File: src/rtl/btn_pkg.sv
// Shared definitions for the key-handling blocks (debouncer and
// button_event_fsm).
//   - btn_state_t  : 2-bit state encoding of the button event FSM
//   - ms_to_cycles : converts a duration in milliseconds to clock cycles
//   - cnt_width    : bit width needed for a counter that reaches max_count
//   - max_int      : larger of two integers, for sizing shared counters
package btn_pkg;

  typedef enum logic [1:0] {
    ST_ARM   = 2'd0,
    ST_IDLE  = 2'd1,
    ST_PRESS = 2'd2,
    ST_HOLD  = 2'd3
  } btn_state_t;

  function automatic int ms_to_cycles(input int clk_freq, input int ms);
    return (clk_freq / 1000) * ms;
  endfunction

  function automatic int cnt_width(input int max_count);
    int w;
    w = $clog2(max_count + 1);
    return (w < 1) ? 1 : w;
  endfunction

  function automatic int max_int(input int a, input int b);
    return (a > b) ? a : b;
  endfunction

endpackage

File: src/rtl/button_event_fsm.sv
// Turns one debounced key level into single-cycle UI events.
//
// Parameters:
//   CLK_FREQ   - clock frequency in Hz
//   LONG_MS    - hold time in ms before long_pulse fires
//   REPEAT_MS  - auto-repeat period in ms once the key is in the long hold
//   REPEAT_EN  - 1 enables repeat_pulse, 0 keeps it low
//   ACTIVE_LOW - 1 means btn_level = 0 is "pressed"
//
// Ports:
//   clk           - system clock
//   rst           - synchronous active-high reset
//   btn_level     - debounced, already-synchronous key level
//   press_pulse   - one cycle on press
//   release_pulse - one cycle on any release
//   short_pulse   - one cycle on a release before the long threshold
//   long_pulse    - one cycle when the hold reaches LONG_MS
//   repeat_pulse  - one cycle every REPEAT_MS after long_pulse while held
//   held          - high from the press_pulse cycle through the release_pulse cycle
module button_event_fsm
  import btn_pkg::*;
#(
  parameter int CLK_FREQ   = 50_000_000,
  parameter int LONG_MS    = 1000,
  parameter int REPEAT_MS  = 200,
  parameter int REPEAT_EN  = 1,
  parameter int ACTIVE_LOW = 1
) (
  input  logic clk,
  input  logic rst,
  input  logic btn_level,
  output logic press_pulse,
  output logic release_pulse,
  output logic short_pulse,
  output logic long_pulse,
  output logic repeat_pulse,
  output logic held
);

  localparam int LONG_CNT = ms_to_cycles(CLK_FREQ, LONG_MS);
  localparam int REP_CNT  = ms_to_cycles(CLK_FREQ, REPEAT_MS);
  localparam int CNT_W    = cnt_width(max_int(LONG_CNT, REP_CNT));

  // Terminal counts: the counter holds the number of cycles already spent
  // in the state, so the event fires when it shows N-1.
  localparam logic [CNT_W-1:0] LONG_LAST = CNT_W'(LONG_CNT - 1);
  localparam logic [CNT_W-1:0] REP_LAST  = CNT_W'(REP_CNT - 1);
  localparam logic             LVL_INV   = (ACTIVE_LOW != 0);
  localparam logic             RPT_ON    = (REPEAT_EN != 0);

  logic             pressed;
  btn_state_t       state,   state_nxt;
  logic [CNT_W-1:0] cnt,     cnt_nxt;
  logic             press_nxt;
  logic             release_nxt;
  logic             short_nxt;
  logic             long_nxt;
  logic             repeat_nxt;
  logic             held_nxt;

  assign pressed = btn_level ^ LVL_INV;

  always_comb begin
    state_nxt   = state;
    cnt_nxt     = cnt;
    press_nxt   = 1'b0;
    release_nxt = 1'b0;
    short_nxt   = 1'b0;
    long_nxt    = 1'b0;
    repeat_nxt  = 1'b0;

    case (state)
      // A key already down when reset releases must be let go first,
      // otherwise the debouncer's reset value could fake a press.
      ST_ARM: begin
        cnt_nxt = '0;
        if (!pressed) begin
          state_nxt = ST_IDLE;
        end
      end

      ST_IDLE: begin
        cnt_nxt = '0;
        if (pressed) begin
          state_nxt = ST_PRESS;
          press_nxt = 1'b1;
        end
      end

      // Release is tested first so it wins over a coincident threshold.
      ST_PRESS: begin
        if (!pressed) begin
          state_nxt   = ST_IDLE;
          release_nxt = 1'b1;
          short_nxt   = 1'b1;
          cnt_nxt     = '0;
        end else if (cnt == LONG_LAST) begin
          state_nxt = ST_HOLD;
          long_nxt  = 1'b1;
          cnt_nxt   = '0;
        end else begin
          cnt_nxt = cnt + CNT_W'(1);
        end
      end

      // With repeat disabled the counter is simply parked at zero.
      ST_HOLD: begin
        if (!pressed) begin
          state_nxt   = ST_IDLE;
          release_nxt = 1'b1;
          cnt_nxt     = '0;
        end else if (RPT_ON && (cnt == REP_LAST)) begin
          repeat_nxt = 1'b1;
          cnt_nxt    = '0;
        end else if (RPT_ON) begin
          cnt_nxt = cnt + CNT_W'(1);
        end
      end

      default: begin
        state_nxt = ST_ARM;
        cnt_nxt   = '0;
      end
    endcase

    // held covers the whole key-down interval including the release cycle.
    held_nxt = (state_nxt == ST_PRESS) || (state_nxt == ST_HOLD) || release_nxt;
  end

  // Stage boundary: state, counter and every event output are registered.
  always_ff @(posedge clk) begin
    if (rst) begin
      state         <= ST_ARM;
      cnt           <= '0;
      press_pulse   <= 1'b0;
      release_pulse <= 1'b0;
      short_pulse   <= 1'b0;
      long_pulse    <= 1'b0;
      repeat_pulse  <= 1'b0;
      held          <= 1'b0;
    end else begin
      state         <= state_nxt;
      cnt           <= cnt_nxt;
      press_pulse   <= press_nxt;
      release_pulse <= release_nxt;
      short_pulse   <= short_nxt;
      long_pulse    <= long_nxt;
      repeat_pulse  <= repeat_nxt;
      held          <= held_nxt;
    end
  end

endmodule

File: config.mk
export PLATFORM = sky130hd
export DESIGN_NAME = button_event_fsm
export DESIGN_NICKNAME = d
export VERILOG_FILES = /design/src/rtl/btn_pkg.sv /design/src/rtl/button_event_fsm.sv
export SDC_FILE = /design/constraint.sdc
export NUM_CORES = 1
export LEC_CHECK = 0
export CAP_MARGIN = 20
export CORE_MARGIN = 2
export CORE_UTILIZATION = 40
export CTS_CLUSTER_DIAMETER = 50
export DETAILED_ROUTE_END_ITERATION = 12
export HOLD_SLACK_MARGIN = 0.08
export PLACE_DENSITY = 0.63
export SETUP_SLACK_MARGIN = 0.05
export SLEW_MARGIN = 0
export SYNTH_ARGS = -nofsm -noshare
export SYNTH_HDL_FRONTEND = slang
export SYNTH_SLANG_ARGS = --single-unit
File: constraint.sdc
create_clock -name clk -period 4.7 [get_ports clk]
set_clock_uncertainty 0.1 [all_clocks]
set_input_delay 0.705 -clock clk [delete_from_list [all_inputs] [get_ports clk]]
set_output_delay 0.705 -clock clk [all_outputs]
set_load 0.005 [all_outputs]
; ---- Word level (Yosys, flattened, before mapping)
; Index checks and enable logic that the tools add are counted.
[op_classes]
eq_ne = 7
bitwise_logic = 3
mux = 15
add_sub_neg = 1
reduce_logical = 10
[op_table]
columns = cell, count
row1 = 26-bit 2-to-1 mux, 4
row2 = 26-bit case mux with 3 select lines, 1
row3 = 26-bit by 1-bit adder with 26-bit output (second input constant), 1
row4 = 26-bit by 24-bit equality test with 1-bit output (second input constant), 1
row5 = 26-bit equality test (second input constant), 1
row6 = 2-bit OR reduction, 5
row7 = 2-bit equality test (second input constant), 4
row8 = 2-bit 2-to-1 mux, 4
row9 = 2-bit case mux with 3 select lines, 1
row10 = 3-bit OR reduction, 2
row11 = 1-bit 2-to-1 mux, 5
row12 = 1-bit NOT, 3
row13 = 2-bit by 1-bit equality test with 1-bit output (second input constant), 1
row14 = 2-bit logical NOT, 1
row15 = 1-bit logical OR, 2
[word_totals]
input_bits = 3
ff_bits = 34
output_inout_bits = 6

; ---- Depth between registers and ports, before layout
[depth]
depth_word = 7
depth_mapped = 7
mapped_depth_nobuf = 6

; ---- Least setup slack after synthesis
; OpenSTA, ideal clock, no wires.
[synth_timing]
path_type = reg-to-reg
startpoint = register cnt[0]
endpoint = register cnt[13]
synth_period_minus_slack_ps = 1981
arrival_time_ps = 1742
setup_slack_ps = 2719
stages_incl_launch_ff = 7
cell_sequence = dfxtp_1 ha_1 and3_1 nand4_1 o21bai_1 clkbuf_1 a22oi_1
[synth_via]
elab_chain_len = 4
word_cells_on_any_way = 8
[synth_lines]
columns = item, line
row1 = "start, declared", button_event_fsm.sv:53  ; logic [CNT_W-1:0] cnt, cnt_nxt;
row2 = "start signal, assigned", button_event_fsm.sv:143  ; cnt <= cnt_nxt;
row3 = "26-bit by 1-bit adder with 26-bit output, or another cell as far along", "button_event_fsm.sv:102, button_event_fsm.sv:116"
row4 = "26-bit 2-to-1 mux, on equally long branches", "button_event_fsm.sv:112, button_event_fsm.sv:97"
row5 = "26-bit 2-to-1 mux, on equally long branches", "button_event_fsm.sv:108, button_event_fsm.sv:92"
row6 = 26-bit case mux with 3 select lines *, button_event_fsm.sv:72  ; case (state)
; Every way passes the cells marked *; elsewhere a longest branch is shown, timed or not.
; A chain may end at the register's enable or synchronous reset.

; ---- Worst setup path in the final report
[layout_timing]
startpoint = register cnt[0]
endpoint = register cnt[22]
; The elaborated chain is that of the path after synthesis.

==> run metrics <==
status complete, no violations; Final nets 201; leakage power 0.5155 nW; worst-skew pair later-pin latency 280 ps; PwrDens 284.3 nW/um2; Worst R2R Start cnt[0]$_SDFF_PP0_; reg2reg setup slack 2380 ps; Seq/Total Area, Yosys 41.62%; CP bufs+invs 0; hold violation total from the final report 0; Setup TNS 0 ps; post-synth cell types 39; dpl hpwl 2397 um; fraction of the mapped netlist area in simple logic gates 25.55%; core area 3971 um2; hold_ws 380.8 ps; Synthesis Warnings 0; Worst-Margin Slew 433.5 ps; Post-Syn Area 1635 um2; Antenna diodes 0; H-tree depth 2; first-pass GRT wire length 5975 um; GPL Wtd Cong 0.7860; CP Launch Point cnt[0]$_SDFF_PP0_; post-synthesis compound-gate area fraction 18.97%; # fillers 387; max-cap viol count 0; initial antenna violation count 0; post-layout min period 2319 ps; number of port buffers 8; post-CTS sizing 0; Largest stage delay, worst path 770 ps; ys async rst share 0%; Crit-path slowest cell or4_1; fraction of layout cells with a size suffix above 1 5.699%; Syn Inst Count 184; Non-Filler Instances 243; gr usage total 17.28%; root buf cell clkbuf_8; # rows 23; Slew HR 71.10%; drt total wl 3510 um; Achievable Freq 431.3 MHz; die area 4616 um2; Area Growth Syn to Fin 11.78%; largest family of logic cells by synthesized area simple AND/OR/NAND/NOR gates; DRT iter0 DRCs 95; period utilization 49.33%; io pins 9; Chip Height 67.94 um; WS Path Type flip-flop to flip-flop; Synth top area share 41.62%; post-synthesis mux area share 0%; die width 67.94 um; required time worst endpoint 4800 ps; CP top delay family simple AND/OR/NAND/NOR gates; top cells by count, synth 34 x dfxtp_1, 13 x a21oi_1, 13 x a22oi_1, 11 x nand3_1; Synth area leaders dfxtp_1 42%, a22oi_1 6.0%, xnor2_1 4.3%, a21oi_1 4.0%, ha_1 3.8%; DR vias/cell 5.823; post-synthesis register bit count 34; most frequent cell after synthesis dfxtp_1; Worst EP arrival 2420 ps; Setup crit start kind flip-flop; Starting Density 41.18%; DR DRC count 0; CTS Hold Bufs 0; area occupied by multi-input gates 887.1 um2; Setup-failing EPs final 0; Routed Antenna Nets 0; post-synth net total 192; fin. max-slew vios 0; total CTS buffers 5; Bufs on Longest Clock Path 2; DR vias 1415; syn avg cell area 8.888 um2; worst hold path type flip-flop to flip-flop; XOR/XNOR Fraction of Synth Area 5.891%; register area 680.7 um2; CTS tree built; VDD IR-drop max 152.8 uV; largest net degree at the start of global routing 27; RSZ-0062 raised after global routing false; Post-synth EDFFs 0; DP Cell Count 236; first-pass iteration count of the detailed router 4; Cell Chain, Critical Path ha_1, nand3_1, or4_1, or4_1, a22oi_1; Post-Synth Adder-Cell Area 3.826%; Avg WL per Cell 14.44 um; vias in the first global route 1340; Post-CTS Repair Setup Buffers 0; largest fanout on the critical path 13; Clock Sinks 34; GR Overflow Total 0; Top FF cell, synth dfxtp_1; min-delay src cnt[0]$_SDFF_PP0_; critical path endpoint category flip-flop; area leader, netlist dfxtp_1; Worst-path clk slew 60 ps; most numerous cell on the critical path or4_1
[area by class of cell]
type	count	area share, %
Sequential cell	34	37.23
Timing Repair Buffer	10	5.202
Inverter	7	1.437
Multi-Input combinational cell	135	48.53
Tap cell	50	3.422
Clock buffer	7	4.175
[placed cells by master (no fill, tap or decap), types with 2 or more instances in the layout]
| cell | n |
|---|---|
| a21oi_1 | 13 |
| a22oi_1 | 13 |
| and2_1 | 3 |
| and3_1 | 5 |
| buf_4 | 2 |
| clkbuf_1 | 2 |
| clkbuf_8 | 5 |
| clkdlybuf4s50_1 | 8 |
| dfxtp_1 | 34 |
| ha_1 | 5 |
| inv_1 | 7 |
| nand2_1 | 7 |
| nand3_1 | 11 |
| nand4_1 | 5 |
| nor2_1 | 10 |
| nor3_1 | 5 |
| nor3b_1 | 2 |
| nor4bb_1 | 3 |
| o21ai_0 | 10 |
| o31ai_1 | 3 |
| or3_1 | 9 |
| or4_1 | 4 |
| xnor2_1 | 8 |
| xor2_1 | 3 |
[through the flow]
stage               setup slack (ps)  power [W]  cell area (um2)  util, %
finish                          2381  0.0005197             1828    46.03
CTS                             2386  0.0005265             1828    46.03
global placement                2388  0.0003263             1752    44.11
detailed placement              2300  0.0003275             1752    44.11
global route                    2268  0.0005399             1828    46.03
floorplan                       2719  0.0003179             1635        -
[where the power goes]
group	switching (W)	internal, W
registers	0.00000334	0.000292
logic	0.0000128	0.0000132
clock network	0.0000968	0.000102
[sequential cells by signal, indices dropped and copies added (netlist names)]
signal / cells
cnt: 26
state: 2
held: 1
long_pulse: 1
press_pulse: 1
release_pulse: 1
repeat_pulse: 1
short_pulse: 1
[metal layers]
| metal | vias up | part of all wire (%) | global-route usage [%] |
|---|---|---|---|
| met1 | 675 | 46 | 18.96 |
| met5 | - | 0 | 0 |
| met2 | 28 | 48 | 30.46 |
| li1 | 704 | - | - |
| met4 | 0 | 2.5 | 9.500 |
| met3 | 8 | 3.6 | 4.112 |
[final timing paths]
check                             to  cells past startpoint
setup / recovery  cnt[22]$_SDFF_PP0_                      5
hold / removal     cnt[0]$_SDFF_PP0_                      1
setup reg to reg  cnt[22]$_SDFF_PP0_                      5
hold reg to reg    cnt[0]$_SDFF_PP0_                      1
[logic make-up after synthesis]
kind of cell               Yosys count
AOI/OAI and AO/OA                   48
and+or+nand+nor                     71
DFF                                 34
buffers and inverters               15
xor gates and xnor gates            11
adders and majority gates            5
Note: power is estimated with default switching activity, not from simulation.
==> RTL edit (same flow settings) <==
Encoding of `btn_state_t`: now one-hot (4 bits for 4 states).
--- a/src/rtl/btn_pkg.sv
+++ b/src/rtl/btn_pkg.sv
@@ -6,11 +6,11 @@
 //   - max_int      : larger of two integers, for sizing shared counters
 package btn_pkg;
 
-  typedef enum logic [1:0] {
-    ST_ARM   = 2'd0,
-    ST_IDLE  = 2'd1,
-    ST_PRESS = 2'd2,
-    ST_HOLD  = 2'd3
+  typedef enum logic [3:0] {
+    ST_ARM   = 4'b0001,
+    ST_IDLE  = 4'b0010,
+    ST_PRESS = 4'b0100,
+    ST_HOLD  = 4'b1000
   } btn_state_t;
 
   function automatic int ms_to_cycles(input int clk_freq, input int ms);
Check against the original RTL: same outputs for any inputs over 10 cycles, from zero or initial values and one cycle with rst high; not proved beyond that.
==> RTL edit against the unedited design <==
Global-route usage fell by 2.2 points. Routed wire length rose by 1.8%. Synthesized area rose by 9.6%. Worst setup slack got worse by 0.32 ns. Fmax fell by 12%. Hold slack improved by 0.024 ns. Design area rose by 6.2%. Utilization fell by 1.1 points. Sequential cell count rose by 2.
Power is not compared: it rests on default switching activity, and its combinational part moved more than twofold at a synthesized area within 25%.
==> RTL edit: results (changes against the unedited design) <==
STA
  • WHS: 0.405 ns (+0.0240 ns)
  • Fmax: 0.379 GHz (-12%)
  • Normalized max-slew margin: 40.3% (-31 points)

Worst setup path
  • Worst Path Arrival: 2.74 ns (+0.32 ns)
  • Crit-path max FO: 26 (+13)
  • Setup crit end: cnt[19]$_SDFF_PP0_
  • Worst setup path start: btn_level
  • FF-to-FF path depth: 4 (-1)
  • R2r setup slk: 2.07 ns (-0.31 ns)
  • RR Startpoint: cnt[13]$_SDFF_PP0_

Drt
  • Drt total wl: 3570 um (+1.8%)
  • Number of DRC markers after the initial detailed-route iteration: 84 (-12%)
  • Via count: 1,450 (+2.5%)
  • Residual DRC: 0 (unchanged)

Pwr
  • P_clk: 0.000202 W
  • Total Power: 0.000524 W
  • Leakage power: 0.535 nW

Layout
  • Multi-input gate count: 147 (+8.9%)
  • Fillers: 459 (+19%)
  • Final #Nets: 206 (+2.5%)
  • Area delta synth->final: 8.38%
  • Seq area share: 37.1% (-0.12 points)
  • Share of cells above drive strength 1: 8.42% (+2.7 points)
  • Multi-input combinational area share: 50.6% (+2.1 points)
  • Clkbuf count: 6 (-1)
  • Final Non-Filler Cells: 254 (+4.5%)
  • Largest registers: cnt x26, state x4
  • Logic inverters: 4 (-3)
  • Buffers, non-clock: 8 (-2)
  • Layout non-clock buf frac: 4.12% (-1.1 points)
  • Clock network area share: 3.99% (-0.18 points)

Placement
  • Port Buffers: 8 (unchanged)
  • Pre-CTS setup slack: 1.77 ns (-0.527 ns)
  • Dpl hpwl: 2490 um (+3.7%)
  • Global placement routability congestion: 0.769 (-2.2%)
  • Post-DP Area: 1860 um^2 (+6.4%)

Logic synthesis
  • Synth Register Bits: 36 (+5.9%)
  • Synth unique cells: 47 (+21%)
  • Syn_nets: 201 (+4.7%)
  • Commonest cells in the netlist: 36 x dfxtp_1, 15 x a21oi_1, 12 x a22oi_1, 10 x nand3_1, 9 x o21ai_0
  • Seq/Total Area, Yosys: 40.2% (-1.4 points)
  • Post-Syn Area per Cell: 9.10 um^2 (+2.3%)
  • Area contributors post-synth: dfxtp_1 40%, a22oi_1 5.0%, a21oi_1 4.2%

Worst hold path
  • Hold crit path type: flop to flop
  • Worst hold path cell count: 1 (unchanged)
  • Min-delay src: cnt[0]$_SDFF_PP0_

Clocking
  • H-Tree Depth: 2 (unchanged)
  • Max Buffers Root-to-Sink: 2 (unchanged)
  • Post-CTS Setup Bufs: 0 (unchanged)
  • Clock slew at reported path FFs: 0.07 ns

GRT
  • Vias in the first global route: 1,335 (-0.37%)
  • GRT Total Usage: 15.1% (-2.2 points)
  • First-pass GRT wire length: 6090 um (+1.8%)

Run status
  • Status: complete, no violations

Floorplanning
  • Core area: 4320 um^2 (+8.9%)
[RTL edit: cell types whose count changed after synthesis, sizes merged, moves of 4 or more]
cell,delta
and4,+4
ha,-4
nand2b,+4
or4,+4
[RTL edit: worst max-delay path: stages]
cell             delay (ns)
clkdlybuf4s50_1        0.48
or4_4                  0.54
or2_0                  0.22
a31o_1                 0.50
a22oi_1                0.29
[RTL edit: logic make-up (layout without fill, tap and decap cells)]
kind of cell,Yosys count,count (layout),share of synthesized area [%]
and+or+nand+nor,82,82,29.0
DFF,36,36,40.2
adders and majority gates,1,1,0.698
AOI/OAI and AO/OA,50,50,18.3
muxes,1,1,0.559
buffers and inverters,14,19,4.89
xor gates and xnor gates,13,13,6.35
[RTL edit: routing by layer]
metal	global-route usage (%)	wire, um
met5	0	0
met4	4.19	47
met3	4.42	133
met2	24.1	1560
met1	20.1	1830
